### config.mk
export PLATFORM = sky130hd
export DESIGN_NAME = host_ahb_arbiter
export DESIGN_NICKNAME = d
export VERILOG_FILES = /design/src/rtl/host_ahb_arbiter.sv
export SDC_FILE = /design/constraint.sdc
export NUM_CORES = 1
export LEC_CHECK = 0
export CAP_MARGIN = 20
export CELL_PAD_IN_SITES_DETAIL_PLACEMENT = 1
export CELL_PAD_IN_SITES_GLOBAL_PLACEMENT = 1
export CORE_ASPECT_RATIO = 1.1
export CORE_MARGIN = 10
export CORE_UTILIZATION = 32
export CTS_CLUSTER_SIZE = 10
export DETAILED_ROUTE_END_ITERATION = 16
export GPL_TIMING_DRIVEN = 1
export PLACE_DENSITY = 0.88
export RECOVER_POWER = 25
export SLEW_MARGIN = 20
export SYNTH_ARGS = -nofsm -noshare
export SYNTH_HDL_FRONTEND = slang
export SYNTH_SLANG_ARGS = --single-unit
### constraint.sdc
create_clock -name clk -period 1.8 [get_ports clk]
set_input_delay 0.36 -clock clk [delete_from_list [all_inputs] [get_ports clk]]
set_output_delay 0.36 -clock clk [all_outputs]
set_load 0.01 [all_outputs]
### src/rtl/host_ahb_arbiter.sv
// host_ahb_arbiter: shares one AHB-Lite master port between two single-transfer
// requesters (r0 = host frame write path, r1 = status/read-back path).
// Only one transfer is ever outstanding. The FSM walks IDLE -> ADDR -> DATA -> ACK.
//
// Parameters:
//   PRIO_MODE  0 = round-robin between r0/r1, 1 = fixed priority (r0 wins)
//   HSIZE_VAL  constant HSIZE driven on every transfer
//
// Ports:
//   clk, reset_n            clock, asynchronous active-low reset
//   rN_req/write/addr/wdata requester N transfer request, held stable until rN_ack
//   rN_ack                  one-cycle completion strobe
//   rN_rdata/rN_err         read data / ERROR flag, held until the next ack to N
//   m_ahb_*                 AHB-Lite master port (SINGLE bursts, IDLE/NONSEQ only)
//   arb_timeout             sticky bus-hang flag (only with HOST_AHB_ARB_TIMEOUT_EN)
//
// Optional build macro: HOST_AHB_ARB_TIMEOUT_EN adds an 8-bit hready watchdog
// that aborts a hung transfer with err=1 and rdata=32'hDEAD_BEEF.
module host_ahb_arbiter #(
    parameter int unsigned PRIO_MODE = 0,
    parameter logic [2:0]  HSIZE_VAL = 3'b010
) (
    input  logic        clk,
    input  logic        reset_n,

    input  logic        r0_req,
    input  logic        r0_write,
    input  logic [31:0] r0_addr,
    input  logic [31:0] r0_wdata,
    output logic        r0_ack,
    output logic [31:0] r0_rdata,
    output logic        r0_err,

    input  logic        r1_req,
    input  logic        r1_write,
    input  logic [31:0] r1_addr,
    input  logic [31:0] r1_wdata,
    output logic        r1_ack,
    output logic [31:0] r1_rdata,
    output logic        r1_err,

    output logic [1:0]  m_ahb_htrans,
    output logic        m_ahb_hwrite,
    output logic [2:0]  m_ahb_hsize,
    output logic [2:0]  m_ahb_hburst,
    output logic [31:0] m_ahb_haddr,
    output logic [31:0] m_ahb_hwdata,
    input  logic [31:0] m_ahb_hrdata,
    input  logic        m_ahb_hready,
    input  logic        m_ahb_hresp
`ifdef HOST_AHB_ARB_TIMEOUT_EN
    ,
    output logic        arb_timeout
`endif
);

    localparam int unsigned DATA_W       = 32;
    localparam logic [1:0]  HTRANS_IDLE   = 2'b00;
    localparam logic [1:0]  HTRANS_NONSEQ = 2'b10;
    localparam logic [2:0]  HBURST_SINGLE = 3'b000;
    localparam bit          RR_MODE       = (PRIO_MODE == 0);

    typedef enum logic [1:0] {
        ST_IDLE = 2'd0,
        ST_ADDR = 2'd1,
        ST_DATA = 2'd2,
        ST_ACK  = 2'd3
    } state_t;

    state_t              r_state;
    logic                r_gnt;
    logic                r_last_gnt;
    logic [DATA_W-1:0]   r_wdata;
    logic [1:0]          r_htrans;
    logic                r_hwrite;
    logic [DATA_W-1:0]   r_haddr;
    logic [DATA_W-1:0]   r_hwdata;
    logic                r_ack0;
    logic                r_ack1;
    logic [DATA_W-1:0]   r_rdata0;
    logic [DATA_W-1:0]   r_rdata1;
    logic                r_err0;
    logic                r_err1;

    logic                w_req_any;
    logic                w_gnt;
    logic                w_sel_write;
    logic [DATA_W-1:0]   w_sel_addr;
    logic [DATA_W-1:0]   w_sel_wdata;

    // Arbitration: a lone requester always wins; on contention round-robin
    // favours the requester that was not served last, fixed priority favours r0.
    assign w_req_any   = r0_req | r1_req;
    assign w_gnt       = (RR_MODE && r0_req && r1_req) ? ~r_last_gnt : ~r0_req;
    assign w_sel_write = w_gnt ? r1_write : r0_write;
    assign w_sel_addr  = w_gnt ? r1_addr  : r0_addr;
    assign w_sel_wdata = w_gnt ? r1_wdata : r0_wdata;

`ifdef HOST_AHB_ARB_TIMEOUT_EN
    localparam int unsigned WDOG_W        = 8;
    localparam int unsigned WDOG_LIMIT    = 255;
    localparam logic [31:0] TIMEOUT_RDATA = 32'hDEAD_BEEF;

    logic [WDOG_W-1:0] r_wdog;
    logic              r_arb_timeout;
    logic              w_bus_phase;
    logic              w_wdog_fire;

    assign w_bus_phase = (r_state == ST_ADDR) || (r_state == ST_DATA);
    // Fires on the stall cycle that brings the count to WDOG_LIMIT.
    assign w_wdog_fire = w_bus_phase && !m_ahb_hready
                         && (r_wdog == WDOG_W'(WDOG_LIMIT - 1));

    // Consecutive hready=0 counter; any other cycle (ready, IDLE, ACK) clears it.
    always_ff @(posedge clk or negedge reset_n) begin
        if (!reset_n) begin
            r_wdog        <= '0;
            r_arb_timeout <= 1'b0;
        end else begin
            if (w_bus_phase && !m_ahb_hready && !w_wdog_fire) begin
                r_wdog <= r_wdog + WDOG_W'(1);
            end else begin
                r_wdog <= '0;
            end
            if (w_wdog_fire) begin
                r_arb_timeout <= 1'b1;
            end
        end
    end

    assign arb_timeout = r_arb_timeout;
`endif

    // Transfer sequencer with registered bus and requester outputs.
    always_ff @(posedge clk or negedge reset_n) begin
        if (!reset_n) begin
            r_state    <= ST_IDLE;
            r_gnt      <= 1'b0;
            r_last_gnt <= 1'b1;
            r_wdata    <= '0;
            r_htrans   <= HTRANS_IDLE;
            r_hwrite   <= 1'b0;
            r_haddr    <= '0;
            r_hwdata   <= '0;
            r_ack0     <= 1'b0;
            r_ack1     <= 1'b0;
            r_rdata0   <= '0;
            r_rdata1   <= '0;
            r_err0     <= 1'b0;
            r_err1     <= 1'b0;
        end else begin
            // Acks are single-cycle pulses.
            r_ack0 <= 1'b0;
            r_ack1 <= 1'b0;
`ifdef HOST_AHB_ARB_TIMEOUT_EN
            if (w_wdog_fire) begin
                r_htrans <= HTRANS_IDLE;
                if (r_gnt) begin
                    r_rdata1 <= TIMEOUT_RDATA;
                    r_err1   <= 1'b1;
                    r_ack1   <= 1'b1;
                end else begin
                    r_rdata0 <= TIMEOUT_RDATA;
                    r_err0   <= 1'b1;
                    r_ack0   <= 1'b1;
                end
                r_state <= ST_ACK;
            end else
`endif
            begin
                case (r_state)
                    ST_IDLE: begin
                        if (w_req_any) begin
                            r_gnt    <= w_gnt;
                            r_haddr  <= w_sel_addr;
                            r_hwrite <= w_sel_write;
                            r_wdata  <= w_sel_wdata;
                            r_htrans <= HTRANS_NONSEQ;
                            r_state  <= ST_ADDR;
                        end
                    end
                    ST_ADDR: begin
                        // Address signals stay stable until the slave accepts them.
                        if (m_ahb_hready) begin
                            r_htrans <= HTRANS_IDLE;
                            if (r_hwrite) begin
                                r_hwdata <= r_wdata;
                            end
                            r_state <= ST_DATA;
                        end
                    end
                    ST_DATA: begin
                        // First half of a 2-cycle ERROR has hready=0 and is just a wait.
                        if (m_ahb_hready) begin
                            if (r_gnt) begin
                                r_rdata1 <= m_ahb_hrdata;
                                r_err1   <= m_ahb_hresp;
                                r_ack1   <= 1'b1;
                            end else begin
                                r_rdata0 <= m_ahb_hrdata;
                                r_err0   <= m_ahb_hresp;
                                r_ack0   <= 1'b1;
                            end
                            r_state <= ST_ACK;
                        end
                    end
                    ST_ACK: begin
                        r_last_gnt <= r_gnt;
                        r_state    <= ST_IDLE;
                    end
                    default: begin
                        r_state <= ST_IDLE;
                    end
                endcase
            end
        end
    end

    assign r0_ack       = r_ack0;
    assign r0_rdata     = r_rdata0;
    assign r0_err       = r_err0;
    assign r1_ack       = r_ack1;
    assign r1_rdata     = r_rdata1;
    assign r1_err       = r_err1;
    assign m_ahb_htrans = r_htrans;
    assign m_ahb_hwrite = r_hwrite;
    assign m_ahb_hsize  = HSIZE_VAL;
    assign m_ahb_hburst = HBURST_SINGLE;
    assign m_ahb_haddr  = r_haddr;
    assign m_ahb_hwdata = r_hwdata;

endmodule

==> impl_metrics.csv <==
group,metric,value,unit
status,outcome,"complete, no violations",
critical_path,worstSetupPathDepth,1,
logic_synthesis,synth_area_leaders,"dfrtp_1 59%, mux2_2 16%, a31oi_1 5.8%",
die,initial_utilization,0.325,
place,port_buffers,301,
critical_path,start_kind,"register",
route,num_vias,6151,
critical_path,crit_path_end_kind,"primary output",
logic_synthesis,synth_seq_area_share,0.592,
job,drv_cap,0,
route,detail-route-antenna-nets,0,
clocking,cts_max_level,4,
place,gp_congestion,0.792,
timing,layout_setup_ws,0.0606,ns
logic_synthesis,synthArstFlopShare,1.00,
clocking,clk_pin_slew_worst_paths,0.06,ns
critical_path,crit_chain,"clkdlybuf4s50_1",
critical_path,worstPathRequired,1.44,ns
route,first_iter_violations,228,
die,num_rows,57,
cells_and_area,multi_input_area,2650,µm²
route,route.detailed.drc,0,
logic_synthesis,synth_top_area_frac,0.589,
grt,grt_pass1_vias,6856,
critical_path,critical-path-max-stage-delay,0.58,ns
grt,grt_antenna_before_repair,1,
clocking,tritoncts,"built",
logic_synthesis,ys_warn_count,0,
critical_path,crit_family,"buffers and inverters",
clocking,cts_sinks,170,
logic_synthesis,netlist_area,7180,µm²
cells_and_area,area_growth,57.5,%
cells_and_area,fin_nets,1094,
route,routedWlPerCell,22.2,µm
clocking,root_buffer,"clkbuf_16",
place,place_inst,1196,
critical_path,critical_path_buf_inv_count,1,
die,pin_count,309,
critical_path,ff2ff_path_depth,5,
route,via_per_inst,5.00,
timing,finalHoldViolCount,0,
timing,setup_viol,0,
clocking,cts_setup_buffers,0,
min_path,hp-class,"in2reg",
timing,period_share,0.966,
die,fp.dieW,163,µm
timing,worstMarginPinSlew,0.785,ns
grt,grt_max_degree,46,
logic_synthesis,yosys.area.top_type,"dfrtp_1",
die,die_area,28800,µm²
logic_synthesis,post-synth-top-count-cell,"dfrtp_1",
route,dr.pass1.iters,4,
clocking,cts.path.max_buffers,2,
timing,slew_viol_final,0,
logic_synthesis,synth_common_cells,"169 x dfrtp_1, 100 x mux2_2, 68 x nor2_1, 67 x a31oi_1, 66 x nand3_1",
min_path,whs_path_depth,3,
timing,max_freq,575,MHz
cells_and_area,seqCellArea,4260,µm²
logic_synthesis,synth.avg_cell_area,11.6,µm²
logic_synthesis,synth_edf_count,0,
critical_path,slowest_stage,"clkdlybuf4s50_1",
critical_path,critical_path_class,"reg2out",
clocking,cts-buffers-inserted,17,
timing,relSlewSlack,0.476,
grt,grt_pass1_wl,41500,µm
route,routed_wl,27300,µm
place,dp_slack,-0.0841,ns
grt,grt_use_total,0.185,
power_and_ir_drop,power_leakage,4.65,nW
cells_and_area,final_cells,1230,
logic_synthesis,synthCells,620,
power_and_ir_drop,powerDensity,1710,nW/µm²
die,core,22100,µm²
critical_path,crit_arrival,1.38,ns
timing,rsz0062_at_grt,"no",
place,dp_hpwl,20900,µm
logic_synthesis,synth-main-ff-cell,"dfrtp_1",
logic_synthesis,yosysUniqueCellTypes,25,
power_and_ir_drop,vdd_drop_max,672,µV
logic_synthesis,ys_ff_latch,170,
cells_and_area,drive_above_1_share,0.189,
timing,finClkSkew,0.0129,ns
timing,fin_crit,1.74,ns
cells_and_area,fillers,2344,
critical_path,cp_max_fo,2,
die,die_h,177,µm
clocking,clk_latency,0.42,ns
grt,grt-ovfl-total,0,
==> per-stage QoR <==
stage               power (mW)  hold slack [ns]  utilization  instance area, µm²  TNS (ns)
global route              20.6            0.416        0.511               11300         0
detailed placement        15.8            0.334        0.485               10700     -1.09
finish                    19.3            0.400        0.512               11300         0
CTS                       19.7            0.418        0.512               11300         0
floorplan                 10.6           0.0644            -                7200         0
global placement          15.3            0.339        0.485               10700   -0.0893
==> kinds of logic (layout without fill, tap and decap cells) <==
| logic type | Yosys count | after routing | synth area share |
|---|---|---|---|
| simple gates | 141 | 141 | 0.0890 |
| flops | 170 | 170 | 0.592 |
| other cells | 2 | 9 | 0.00105 |
| fa+ha+maj | 5 | 5 | 0.00871 |
| compound gates | 136 | 136 | 0.107 |
| buf+inv | 66 | 374 | 0.0446 |
| mux | 100 | 100 | 0.157 |
==> per-layer routing <==
| layer | up-vias | part of all wire | global-route usage | wire, µm |
|---|---|---|---|---|
| li1 | 2803 | - | - | - |
| met1 | 3085 | 0.40 | 0.211 | 11000 |
| met2 | 242 | 0.50 | 0.319 | 13600 |
| met3 | 21 | 0.083 | 0.0698 | 2260 |
| met4 | 0 | 0.015 | 0.0466 | 418 |
| met5 | - | 0 | 0 | 0 |
==> timing repair <==
action | CTS | global route
gates resized for setup | 2 | 9
gates cloned | 0 | 0
hold endpoints to repair | 37 | 0
hold buffers | 1 | 0
endpoints found under the setup margin | 2 | 8
==> sequential cells by signal (all words and copies together) (netlist names), 2 cells and up <==
name,flops
m_ahb_haddr,32
m_ahb_hwdata,32
r0_rdata,32
r1_rdata,32
r_wdata,32
r_state,2
==> cells in the final DEF, fill, tap and decap left out, drive strengths merged, types with 2 or more instances in the layout <==
cell,instances
dlygate4sd2,2
ha,5
clkinv,3
o21ai,66
nor2,68
inv,12
clkinvlp,2
conb,7
clkdlybuf4s50,291
nand3,67
mux2,100
a31oi,67
dfrtp,169
dlymetal6s2s,6
diode,2
clkbuf,22
buf,33
bufinv,2
==> area by class of cell <==
cell class / instances / area share
inverters: 6 / 0.00199
diodes: 2 / 0.000442
well taps: 295 / 0.0326
repair buffers: 337 / 0.302
multi-input cells: 389 / 0.234
flip-flops and latches: 170 / 0.376
clock inverters: 13 / 0.0137
clock buffers: 18 / 0.0388
==> power by group <==
group	internal, mW	switching [mW]
sequential	5.78	1.11
combinational	4.89	3.82
clock	2.12	1.63
==> worst paths after layout <==
kind / startpoint / slack [ns] / endpoint
max: r0_rdata[0]$_DFFE_PN0P_ / 0.06 / r0_rdata[0]
min: r0_req / 0.40 / r_state[0]$_DFFE_PN0P_
max reg2reg: r_state[1]$_DFFE_PN0P_ / 0.11 / r_state[1]$_DFFE_PN0P_
min reg2reg: r_wdata[22]$_DFFE_PN0P_ / 0.51 / m_ahb_hwdata[22]$_DFFE_PN0P_
max in group asynchronous: reset_n / 0.25 / r0_ack$_DFF_PN0_
min in group asynchronous: reset_n / 0.44 / r1_rdata[29]$_DFFE_PN0P_
No activity file was read; power rests on OpenSTA's default activity.
